===== config.mk =====
export PLATFORM = sky130hd
export DESIGN_NAME = stream_packer
export DESIGN_NICKNAME = d
export VERILOG_FILES = /design/src/rtl/stream_packer.sv
export SDC_FILE = /design/constraint.sdc
export NUM_CORES = 1
export LEC_CHECK = 0
export ABC_CLOCK_PERIOD_IN_PS = 4700
export CAP_MARGIN = 30
export CORE_MARGIN = 2
export CORE_UTILIZATION = 45
export CTS_CLUSTER_DIAMETER = 150
export DETAILED_ROUTE_END_ITERATION = 7
export PLACE_DENSITY = 0.73
export SYNTH_ARGS = -nofsm -noshare
export SYNTH_HDL_FRONTEND = slang
export SYNTH_SLANG_ARGS = --single-unit

===== constraint.sdc =====
create_clock -name clk_i -period 4.7 [get_ports clk_i]
set_input_delay 0.94 -clock clk_i [delete_from_list [all_inputs] [get_ports clk_i]]
set_output_delay 0.94 -clock clk_i [all_outputs]
set_load 0.005 [all_outputs]

===== src/rtl/stream_packer.sv =====
// Packs a narrow valid/ready beat stream into full-width words with lane-keep mask and
// last flag, and pushes them through a one-word output register into a push/full FIFO.
module stream_packer #(
  parameter int IN_WIDTH   = 8,
  parameter int OUT_WIDTH  = 32,
  localparam int RATIO     = OUT_WIDTH / IN_WIDTH,
  localparam int LOG_RATIO = $clog2(RATIO)
) (
  input  logic                 clk_i,
  input  logic                 rst_n_i,
  input  logic                 flush_i,
  input  logic                 in_vld_i,
  output logic                 in_rdy_o,
  input  logic [IN_WIDTH-1:0]  in_dat_i,
  input  logic                 in_last_i,
  input  logic                 fifo_full_i,
  output logic                 fifo_push_o,
  output logic [OUT_WIDTH-1:0] fifo_dat_o,
  output logic [RATIO-1:0]     fifo_keep_o,
  output logic                 fifo_last_o
);

  logic [OUT_WIDTH-1:0] acc_r;
  logic [RATIO-1:0]     keep_r;
  logic [LOG_RATIO-1:0] idx_r;
  logic                 out_vld_r;
  logic [OUT_WIDTH-1:0] out_dat_r;
  logic [RATIO-1:0]     out_keep_r;
  logic                 out_last_r;

  logic [OUT_WIDTH-1:0] acc_wr_s;
  logic [RATIO-1:0]     keep_wr_s;
  logic                 in_rdy_s;
  logic                 accept_s;
  logic                 close_s;
  logic                 consume_s;

  // The input stalls only when the output register is occupied and cannot drain this cycle.
  assign in_rdy_s  = ~flush_i & (~out_vld_r | ~fifo_full_i);
  assign accept_s  = in_vld_i & in_rdy_s;
  assign close_s   = accept_s & ((idx_r == LOG_RATIO'(RATIO - 1)) | in_last_i);
  assign consume_s = out_vld_r & ~fifo_full_i;

  // Accumulator image with the current beat merged into lane idx_r.
  always_comb begin
    acc_wr_s  = acc_r;
    keep_wr_s = keep_r;
    acc_wr_s[int'(idx_r) * IN_WIDTH +: IN_WIDTH] = in_dat_i;
    keep_wr_s[idx_r] = 1'b1;
  end

  // Accumulator, keep mask and lane index; a close restarts the next word at lane 0.
  always_ff @(posedge clk_i or negedge rst_n_i) begin
    if (!rst_n_i) begin
      acc_r  <= {OUT_WIDTH{1'b0}};
      keep_r <= {RATIO{1'b0}};
      idx_r  <= {LOG_RATIO{1'b0}};
    end else if (flush_i) begin
      acc_r  <= {OUT_WIDTH{1'b0}};
      keep_r <= {RATIO{1'b0}};
      idx_r  <= {LOG_RATIO{1'b0}};
    end else if (close_s) begin
      acc_r  <= {OUT_WIDTH{1'b0}};
      keep_r <= {RATIO{1'b0}};
      idx_r  <= {LOG_RATIO{1'b0}};
    end else if (accept_s) begin
      acc_r  <= acc_wr_s;
      keep_r <= keep_wr_s;
      idx_r  <= idx_r + LOG_RATIO'(1);
    end else begin
      acc_r  <= acc_r;
      keep_r <= keep_r;
      idx_r  <= idx_r;
    end
  end

  // Output word register; contents stay frozen while the FIFO is full.
  always_ff @(posedge clk_i or negedge rst_n_i) begin
    if (!rst_n_i) begin
      out_vld_r  <= 1'b0;
      out_dat_r  <= {OUT_WIDTH{1'b0}};
      out_keep_r <= {RATIO{1'b0}};
      out_last_r <= 1'b0;
    end else if (flush_i) begin
      out_vld_r  <= 1'b0;
      out_dat_r  <= {OUT_WIDTH{1'b0}};
      out_keep_r <= {RATIO{1'b0}};
      out_last_r <= 1'b0;
    end else if (close_s) begin
      out_vld_r  <= 1'b1;
      out_dat_r  <= acc_wr_s;
      out_keep_r <= keep_wr_s;
      out_last_r <= in_last_i;
    end else if (consume_s) begin
      out_vld_r  <= 1'b0;
    end else begin
      out_vld_r  <= out_vld_r;
    end
  end

  assign in_rdy_o    = in_rdy_s;
  assign fifo_push_o = out_vld_r;
  assign fifo_dat_o  = out_dat_r;
  assign fifo_keep_o = out_keep_r;
  assign fifo_last_o = out_last_r;

endmodule


== Word level (Yosys, flattened, before mapping) ==
Index checks and enable logic that the tools add are counted.
Word-level totals
  word-level logic and storage cells: 49
  latch bits: 0
  RAM bits: 0
  bits of input ports: 14
  register bits after elaboration: 76
  ROM bits: 0
  memories kept: 0
Operators by class
  divide/modulo/power cells: 0
  bitwise operators: 10
  $add $sub $neg: 2
  shifts and indexed selects: 2
  multipliers: 0
  order comparisons: 2
  multiplexer cells: 21
  reductions and logical operators: 4
  equal/unequal tests: 1
Operators by type and width (number)
  $mux W32: 5
  $neg A5 Y33: 1
  $shift A8 B33 Y32 const A: 1
  $shiftx A8 B33 Y32: 1
  $bwmux W32: 1
  $mux W4: 5
  $mux W1: 6
  $mux W2: 3
  $reduce_bool A3 Y1: 2
  $and A1 B1 Y1: 4
  $or A4 B4 Y4: 1
  $lt A2 B3 Y1 const B: 1
  $not A1 Y1: 3
  $add A2 B1 Y2 const B: 1
  $demux W1 S2: 1
  $eq A2 B2 Y1 const B: 1
  $ge A2 B1 Y1 const B: 1
  $or A1 B1 Y1: 2
  $reduce_bool A2 Y1: 1
  $logic_and A1 B1 Y1: 1

== Longest topological paths before layout ==
Gate-level depths: netlist of run 1.
  depth after elaboration: 8
  mapped depth: 7
  depth with buffers taken out: 5

== Worst setup path after synthesis of run 1 ==
OpenSTA, ideal clock, no wires.
  path type: input to output
  from: input flush_i
  to: output in_rdy_o
  stages on the path: 4
  arrival time: 1.544 ns
  required time: 3.760 ns
  slack: 2.216 ns
  cells stage by stage: buf_2 -> a21oi_1 -> buf_4 -> buf_4
On the way
  longest elaborated chain between the ends: 2
Ends and longest elaborated chain
  start, declared: line 11  | input logic flush_i,
  $not A1 Y1: line 39  | assign in_rdy_s = ~flush_i & (~out_vld_r | ~fifo_full_i);
  $and A1 B1 Y1: line 39
  end, declared: line 13  | output logic in_rdy_o,
Every way passes these cells.

== Worst setup path in the final report of run 1 ==
  from: input fifo_full_i
  to: output in_rdy_o
On the way
  longest elaborated chain between the ends: 3
Ends and longest elaborated chain
  start, declared: line 16  | input logic fifo_full_i,
  $not A1 Y1: line 39
  $or A1 B1 Y1: line 39
  $and A1 B1 Y1: line 39
Every way passes these cells.

==> qor.csv, run 1 <==
metric,value,unit
final_cell_mix,"76 x dfrtp_1, 51 x clkdlybuf4s50_1, 39 x nand2_1",
seqCellArea,1900,um2
crit_start,fifo_full_i,
path_cells,clkdlybuf4s50_1 -> a21oi_1 -> clkdlybuf4s50_1,
hold_start,acc_r[18],
clk_pin_slew,0.07,ns
drt.antenna.violating_nets,0,
worst_setup_path_end_kind,primary output,
final.setup.tns,0,ns
multi_input_area,1550,um2
ys_seq_area_share,52.8,%
placed_area,4170,um2
hpwlAfterDp,5480,um
min_period,3.63,ns
finalHoldViolCount,0,
maxCapViolations,0,
tightestPinTransition,0.815,ns
diodes,0,
routedWlPerCell,17.7,um
initial_core_util,46.6,%
synth_area,3600,um2
yosys_warnings,0,
ctsHoldBuffers,0,
gp_congestion,0.864,
die_w,93.5,um
finalCritPeriodShare,77.3,%
first_pass_iters,4,
cts-buffers-inserted,9,
hold_path_class,reg2reg,
syn_avg_cell_area,11.1,um2
relSlewSlack,45.6,%
coreArea,7730,um2
grt_pass1_vias,2709,
grt_use_total,20.9,%
placedCellCount,465,
crit_top_cell,clkdlybuf4s50_1,
cts.path.max_buffers,2,
crit_arrival,2.69,ns
drt_iter0_markers,156,
dpl_worst_slack,1.05,ns
final_util,56.1,%
layout_commonest_cell,dfrtp_1,
start_kind,input port,
vdd.ir_drop.worst,0.144,mV
power-per-cell-area,295,nW/um2
h-tree-depth,3,
synth.distinct_cells,38,
cpPeakStageDelay,0.65,ns
postCtsSetupBuffers,0,
required,3.76,ns
critPathSlowestCell,a21oi_1,
layout_setup_ws,1.07,ns
timing.fmax,275,MHz
rsz0062_at_grt,no,
vias_per_cell,5.67,
post_cts_resize_count,0,
finalPower,1.28,mW
layout-drive-gt1-share,9.50,%
setup_violations,0,
antenna_found_initial,0,
io_pins,53,
grt_pass1_wl,14000,um
num_vias,2729,
syn_inst,326,
overflow,0,
timing.rr.start,idx_r[0],
drcViolationCount,0,
synth_seq_cells,76,
fillCellCount,686,
leakage,1.89,nW
synthToLayoutAreaGrowth,20.3,%
die_area,8740,um2
cts_tree,done,
insertion_delay,0.35,ns
cts.sinks,76,
die_h,93.5,um
slew_viol_final,0,
status,"complete, no violations",
num_rows,32,
numPortBuffers,52,
critPathMaxFanout,8,
fin_area,4340,um2
skew,0.0110,ns
hold_slack,0.492,ns
critPathKind,in2out,
layoutNonFillerInstCount,481,
grt_max_degree,44,
cts-root-buf,clkbuf_8,
drt_wl_total,8530,um
synth_nets,348,
fin_nets,396,
cells by family after synthesis:
family                     count (synthesis)  synth area share, %
and+or+nand+nor                           99                 15.0
AOI/OAI and AO/OA                         97                 20.1
DFF                                       76                 52.8
buffers and inverters                     27                 4.16
muxes                                     19                 5.28
adders and majority gates                  8                 2.78
cells in the mapped netlist, drive strengths merged:
cell     number  area [um2]
buf          16         108
a21oi        30         161
a31oi        14        87.6
o21ai         2        10.0
dfrtp        76        1900
or3           4        25.0
and4b         1        10.0
mux2i        19         190
nor2          5        18.8
or2           1        6.26
nor3          6        45.0
nor4bb        2        20.0
nand2b       13        81.3
a32oi         5        43.8
nor3b         1        12.5
a22o         16         140
a311oi        8        87.6
ha            8         100
a21boi        1        7.51
nand2        39         146
inv           4        15.0
a21bo         1        10.0
a211oi        4        35.0
and3          2        17.5
nand3         4        20.0
o2bb2ai      16         140
nor2b        19         119
clkbuf        7        27.5
and4          2        17.5
area by class of cell:
type	count	area share [%]
Timing Repair Buffer	60	13.3
Inverter	4	0.346
Clock inverter	7	0.952
Multi-Input combinational cell	223	35.8
Sequential cell	76	43.8
Clock buffer	9	2.86
Tap cell	102	2.94
state kept, by name, summed over array words and instances, names as in the netlist:
register,flops
acc_r,32
fifo_push_o,1
idx_r,2
keep_r,4
fifo_dat_o,32
fifo_last_o,1
fifo_keep_o,4
path summary, 6_finish.rpt:
check	to	slack, ns	cells after the start
max in group asynchronous	acc_r[18]	3.00	2
hold / removal	acc_r[18]	0.49	1
setup reg to reg	acc_r[2]	2.30	5
setup / recovery	in_rdy_o	1.07	3
hold reg to reg	acc_r[18]	0.49	1
min in group asynchronous	acc_r[29]	0.66	1
critical path, delay by kind of cell:
family / cells / cell delay (ns)
compound gates: 1 / 0.65
buf+inv: 2 / 1.10
routing by layer:
metal | vias up | track usage [%] | part of all wire (%)
li1 | 1284 | - | -
met1 | 1351 | 30.4 | 46
met2 | 86 | 31.8 | 47
met3 | 8 | 3.46 | 6.1
met4 | 0 | 7.11 | 1.0
met5 | - | 0 | 0
where the power goes:
group | internal, mW | leakage, nW | switching, mW
combinational | 0.0677 | 0.758 | 0.0920
sequential | 0.672 | 1.05 | 0.0127
clock | 0.189 | 0.0889 | 0.246
(Power assumes the default switching activity.)
==> inputs of run 2 (changes only) <==
Settings changed: ABC_CLOCK_PERIOD_IN_PS 4700 to 3400.
Clock period 4.7 ns to 3.4 ns, I/O delays scaled along.
==> run 2 against run 1 <==
Compared with the run above:
- critical path depth is the same
- first-iteration DRC count grew 19%
- sequential power grew 38%
- global-route usage grew 0.51 points
- non-clock buffer count grew 1
==> qor.csv, run 2 (synthesis gave the netlist of run 1 again) <==
metric,value,unit,change
status,"complete, no violations",,unchanged
tightestPinTransition,0.761,ns,was 0.815 ns
gp_congestion,0.828,,was 0.864
critPathMaxFanout,4,,was 8
hold_slack,0.331,ns,was 0.492 ns
numPortBuffers,52,,unchanged
cts-root-buf,clkbuf_8,,unchanged
internal_power,1.55,mW,was 0.928 mW
cts_tree,done,,unchanged
final.setup.tns,0,ns,unchanged
start_kind,input port,,unchanged
h-tree-depth,3,,unchanged
finalCritPeriodShare,80.9,%,
skew,0.00688,ns,was 0.0110 ns
grt_use_total,21.4,%,was 20.9%
pwr-share-seq,46.6,%,was 53.5%
relSlewSlack,49.2,%,was 45.6%
final_cell_mix,"76 x dfrtp_1, 51 x clkdlybuf4s50_1, 39 x nand2_1",,unchanged
required,2.72,ns,was 3.76 ns
die_w,93.5,um,unchanged
num_rows,32,,unchanged
timing.fmax,363,MHz,
clockPowerShare,42.3,%,was 34.0%
overflow,0,,unchanged
die_area,8740,um2,unchanged
drt_wl_total,8770,um,was 8530 um
maxCapViolations,0,,unchanged
post_cts_resize_count,0,,unchanged
finalHoldViolCount,0,,unchanged
hold_path_class,in2async,,was reg2reg
routedWlPerCell,18.2,um,was 17.7 um
placedCellCount,466,,was 465
layout_commonest_cell,dfrtp_1,,unchanged
critPathKind,in2out,,unchanged
initial_core_util,46.6,%,unchanged
io_pins,53,,unchanged
num_vias,2759,,was 2729
finalPower,2.03,mW,was 1.28 mW
final_util,57.7,%,was 56.1%
cts.sinks,76,,unchanged
first_pass_iters,4,,unchanged
fin_nets,397,,was 396
slew_viol_final,0,,unchanged
drt_iter0_markers,185,,was 156
cts.path.max_buffers,2,,unchanged
synthToLayoutAreaGrowth,23.6,%,was 20.3%
drt.antenna.violating_nets,0,,unchanged
vdd.ir_drop.worst,0.194,mV,was 0.144 mV
coreArea,7730,um2,unchanged
clk_pin_slew,0.07,ns,about the same
setup_violations,0,,unchanged
postCtsSetupBuffers,0,,unchanged
crit_arrival,2.07,ns,was 2.69 ns
diodes,0,,unchanged
drcViolationCount,0,,unchanged
die_h,93.5,um,unchanged
hpwlAfterDp,5620,um,was 5480 um
rsz0062_at_grt,no,,unchanged
power_frac_comb,11.2,%,was 12.5%
power-per-cell-area,456,nW/um2,was 295 nW/um2
insertion_delay,0.35,ns,about the same
cts-buffers-inserted,9,,unchanged
min_period,2.75,ns,
worst_setup_path_end_kind,primary output,,unchanged
grt_max_degree,77,,was 44
layoutNonFillerInstCount,482,,was 481
grt_pass1_wl,14200,um,was 14000 um
grt_pass1_vias,2752,,was 2709
netSwitchingFraction,23.6,%,was 27.4%
vias_per_cell,5.72,,was 5.67
p_sw,0.480,mW,was 0.351 mW
ctsHoldBuffers,0,,unchanged
leakage,1.95,nW,was 1.89 nW
layout-drive-gt1-share,9.47,%,was 9.50%
antenna_found_initial,0,,unchanged
[run 2: cell types whose count changed in the layout (fill, tap and decap cells not counted), sizes merged]
cell      delta
buf          +1
bufinv       +3
clkbuf       +3
clkinv       -4
clkinvlp     -1
inv          -1
[run 2: power groups by stage]
stage | Combinational (mW) | Clock, mW | Sequential, mW
3_3_place_gp | 0.225 | 0 | 0.964
2_1_floorplan | 0.109 | 0 | 0.963
6_report | 0.228 | 0.859 | 0.947
5_1_grt | 0.248 | 0.902 | 0.950
4_1_cts | 0.230 | 0.868 | 0.947
3_5_place_dp | 0.229 | 0 | 0.964
[run 2: path summary, 6_finish.rpt]
kind                       cells past startpoint        endpoint  slack (ns)   startpoint
hold reg to reg                                1       acc_r[28]        0.49    acc_r[28]
hold / removal                                 2  fifo_dat_o[29]        0.33      rst_n_i
setup / recovery                               3        in_rdy_o        0.65  fifo_full_i
max in group asynchronous                      2   fifo_dat_o[0]        2.71      rst_n_i
min in group clk_i                             1       acc_r[28]        0.49    acc_r[28]
setup reg to reg                               5        acc_r[5]        0.93     idx_r[0]
[run 2: through the flow]
stage / worst slack, ns / instance area (um2)
3_3_place_gp: 0.605 / 4210
3_5_place_dp: 0.526 / 4210
5_1_grt: 0.580 / 4460
4_1_cts: 0.593 / 4460
2_1_floorplan: 1.44 / 3600
6_report: 0.648 / 4460
[run 2: critical path, cell delays in order]
cell and delay, ns:
clkdlybuf4s50_1 0.46, a21oi_1 0.35, clkdlybuf4s50_1 0.58
[run 2: final cells by class]
| class | instances | area (um2) |
|---|---|---|
| clock buffers | 12 | 155 |
| inverters | 4 | 15.0 |
| repair buffers | 61 | 608 |
| fillers | 679 | 3270 |
| flip-flops and latches | 76 | 1900 |
| well taps | 102 | 128 |
| multi-input cells | 223 | 1550 |
| clock inverters | 4 | 95.1 |
[run 2: routing by layer]
layer / wire length [um] / GRT usage, %
met1: 3850 / 30.3
met2: 4180 / 33.8
met3: 637 / 3.06
met4: 97 / 7.35
met5: 0 / 0
==> inputs of run 3 (changes only) <==
Settings changed: ABC_CLOCK_PERIOD_IN_PS 3400 to 2400, PLACE_DENSITY 0.73 to 0.76.
Clock period 3.4 ns to 2.4 ns, I/O delays scaled along.
==> run 3 against run 2 <==
Compared with the run above:
- routed wire length up 2.5%
- clock-buffer cell count down 1
- critical path depth unchanged
- combinational power up 48%
- hold slack worse by 0.31 ns
- worst setup slack worse by 0.52 ns
- clock skew up 0.00075 ns
- sequential power up 41%
- register-to-register slack worse by 0.70 ns
- critical endpoint unchanged
- largest cell class unchanged
==> qor.csv, run 3 (synthesis gave the netlist of run 1 again) <==
metric,value,unit,change
cts-buffers-inserted,9,,unchanged
seqCellArea,1900,um2,unchanged
multi_input_area,1550,um2,unchanged
layout_setup_ws,0.132,ns,was 0.648 ns
crit_arrival,1.79,ns,was 2.07 ns
fin_nets,408,,was 397
cts-root-buf,clkbuf_8,,unchanged
skew,0.00763,ns,was 0.00688 ns
tightestPinTransition,0.461,ns,was 0.761 ns
grt_pass1_wl,14800,um,was 14200 um
clockPowerShare,39.6,%,was 42.3%
dpl_worst_slack,0.134,ns,was 0.526 ns
num_rows,32,,unchanged
maxCapViolations,0,,unchanged
hold_slack,0.0220,ns,was 0.331 ns
antenna_found_initial,0,,unchanged
power-per-cell-area,618,nW/um2,was 456 nW/um2
first_pass_iters,4,,unchanged
insertion_delay,0.36,ns,was 0.35 ns
postCtsSetupBuffers,0,,unchanged
finalHoldViolCount,0,,unchanged
cts.path.max_buffers,2,,unchanged
highest_layer,met4,,unchanged
timing.fmax,441,MHz,
numPortBuffers,52,,unchanged
cts.sinks,76,,unchanged
setup_violations,0,,unchanged
p_sw,0.681,mW,was 0.480 mW
num_vias,2804,,was 2759
die_area,8740,um2,unchanged
start_kind,input port,,unchanged
met2_length,4190,um,was 4180 um
required,1.92,ns,was 2.72 ns
reg2reg_setup_slack,0.23,ns,was 0.93 ns
wl_met3,513,um,was 637 um
vias_per_cell,5.70,,was 5.72
ctsHoldBuffers,0,,unchanged
netSwitchingFraction,24.5,%,was 23.6%
gp_congestion,0.800,,was 0.828
initial_core_util,46.6,%,unchanged
post_cts_resize_count,0,,unchanged
pwr-share-seq,48.2,%,was 46.6%
timing.rr.start,idx_r[0],,unchanged
diodes,0,,unchanged
die_h,93.5,um,unchanged
crit_start,fifo_full_i,,unchanged
final.setup.tns,0,ns,unchanged
overflow,0,,unchanged
drt_wl_total,8990,um,was 8770 um
crit_path_end,in_rdy_o,,unchanged
hold_path_class,in2async,,unchanged
vdd.ir_drop.worst,0.354,mV,was 0.194 mV
cts_tree,done,,unchanged
layout_commonest_cell,dfrtp_1,,unchanged
grt_use_total,22.4,%,was 21.4%
fillCellCount,647,,was 679
critPathMaxFanout,2,,was 4
drt.antenna.violating_nets,0,,unchanged
internal_power,2.10,mW,was 1.55 mW
leakage,1.98,nW,was 1.95 nW
critPathKind,in2out,,unchanged
routedWlPerCell,18.3,um,was 18.2 um
r2r_cells,6,,was 5
met1_length,4090,um,was 3850 um
die_w,93.5,um,unchanged
coreArea,7730,um2,unchanged
grt_pass1_vias,2957,,was 2752
final_cell_mix,"76 x dfrtp_1, 51 x clkdlybuf4s50_1, 39 x nand2_1",,unchanged
hpwlAfterDp,5960,um,was 5620 um
slew_viol_final,0,,unchanged
layout-drive-gt1-share,12.1,%,was 9.47%
finalCritPeriodShare,94.5,%,
rr_endpoint,fifo_dat_o[23],,was acc_r[5]
status,"complete, no violations",,unchanged
power_frac_comb,12.2,%,was 11.2%
min_period,2.27,ns,
relSlewSlack,69.1,%,was 49.2%
worst_setup_path_end_kind,primary output,,unchanged
io_pins,53,,unchanged
rsz0062_at_grt,no,,unchanged
clk_pin_slew,0.08,ns,was 0.07 ns
drt_iter0_markers,141,,was 185
synthToLayoutAreaGrowth,24.8,%,was 23.6%
grt_max_degree,45,,was 77
h-tree-depth,3,,unchanged
drcViolationCount,0,,unchanged
==> run 3: changes by cell type in the layout (fill, tap and decap cells not counted) <==
cell / change
buf_12: -1
clkinvlp_4: +1
bufinv_16: -1
buf_4: +12
clkbuf_1: -1
==> run 3: cell type report <==
class                           instances  share of cell area (%)
Multi-Input combinational cell        223                    34.5
Clock inverter                          4                    1.61
Sequential cell                        76                    42.3
Tap cell                              102                    2.84
Timing Repair Buffer                   72                    15.1
Inverter                                4                   0.334
Clock buffer                           11                    3.36
==> run 3: worst min path at each step <==
stage,startpoint,endpoint,slack [ns],cells past startpoint
after CTS,rst_n_i,fifo_dat_o[29],0.03,1
final,rst_n_i,acc_r[31],0.02,1
after detailed placement,rst_n_i,fifo_dat_o[29],0.41,1
after global placement,rst_n_i,acc_r[29],0.41,1
after floorplan,rst_n_i,acc_r[0],0.18,0
after global routing,rst_n_i,fifo_dat_o[29],0.04,1
==> run 3: through the flow <==
step                instances  instance area [um2]  utilization [%]  total power [mW]
floorplan                 326                 3600                -              1.52
global placement          477                 4280             55.3              1.69
detailed placement        477                 4280             55.3              1.70
CTS                       492                 4500             58.2              2.79
global route              492                 4500             58.2              2.87
finish                    492                 4500             58.2              2.78
==> run 3: power groups by stage <==
stage                     registers, mW  logic [mW]  clock network, mW
after global placement             1.37       0.329                  0
after floorplan                    1.36       0.155                  0
after CTS                          1.34       0.338               1.11
final                              1.34       0.338               1.10
after detailed placement           1.36       0.337                  0
after global routing               1.35       0.367               1.16
==> run 3: metal layers <==
metal	track usage (%)	vias to the layer above
met4	10.3	0
met5	0	-
met1	30.1	1400
li1	-	1310
met2	34.6	75
met3	5.08	19
==> run 3: worst max-delay path: stages <==
cell and delay, ns:
clkdlybuf4s50_1 0.42, a21oi_1 0.29, clkdlybuf4s50_1 0.60
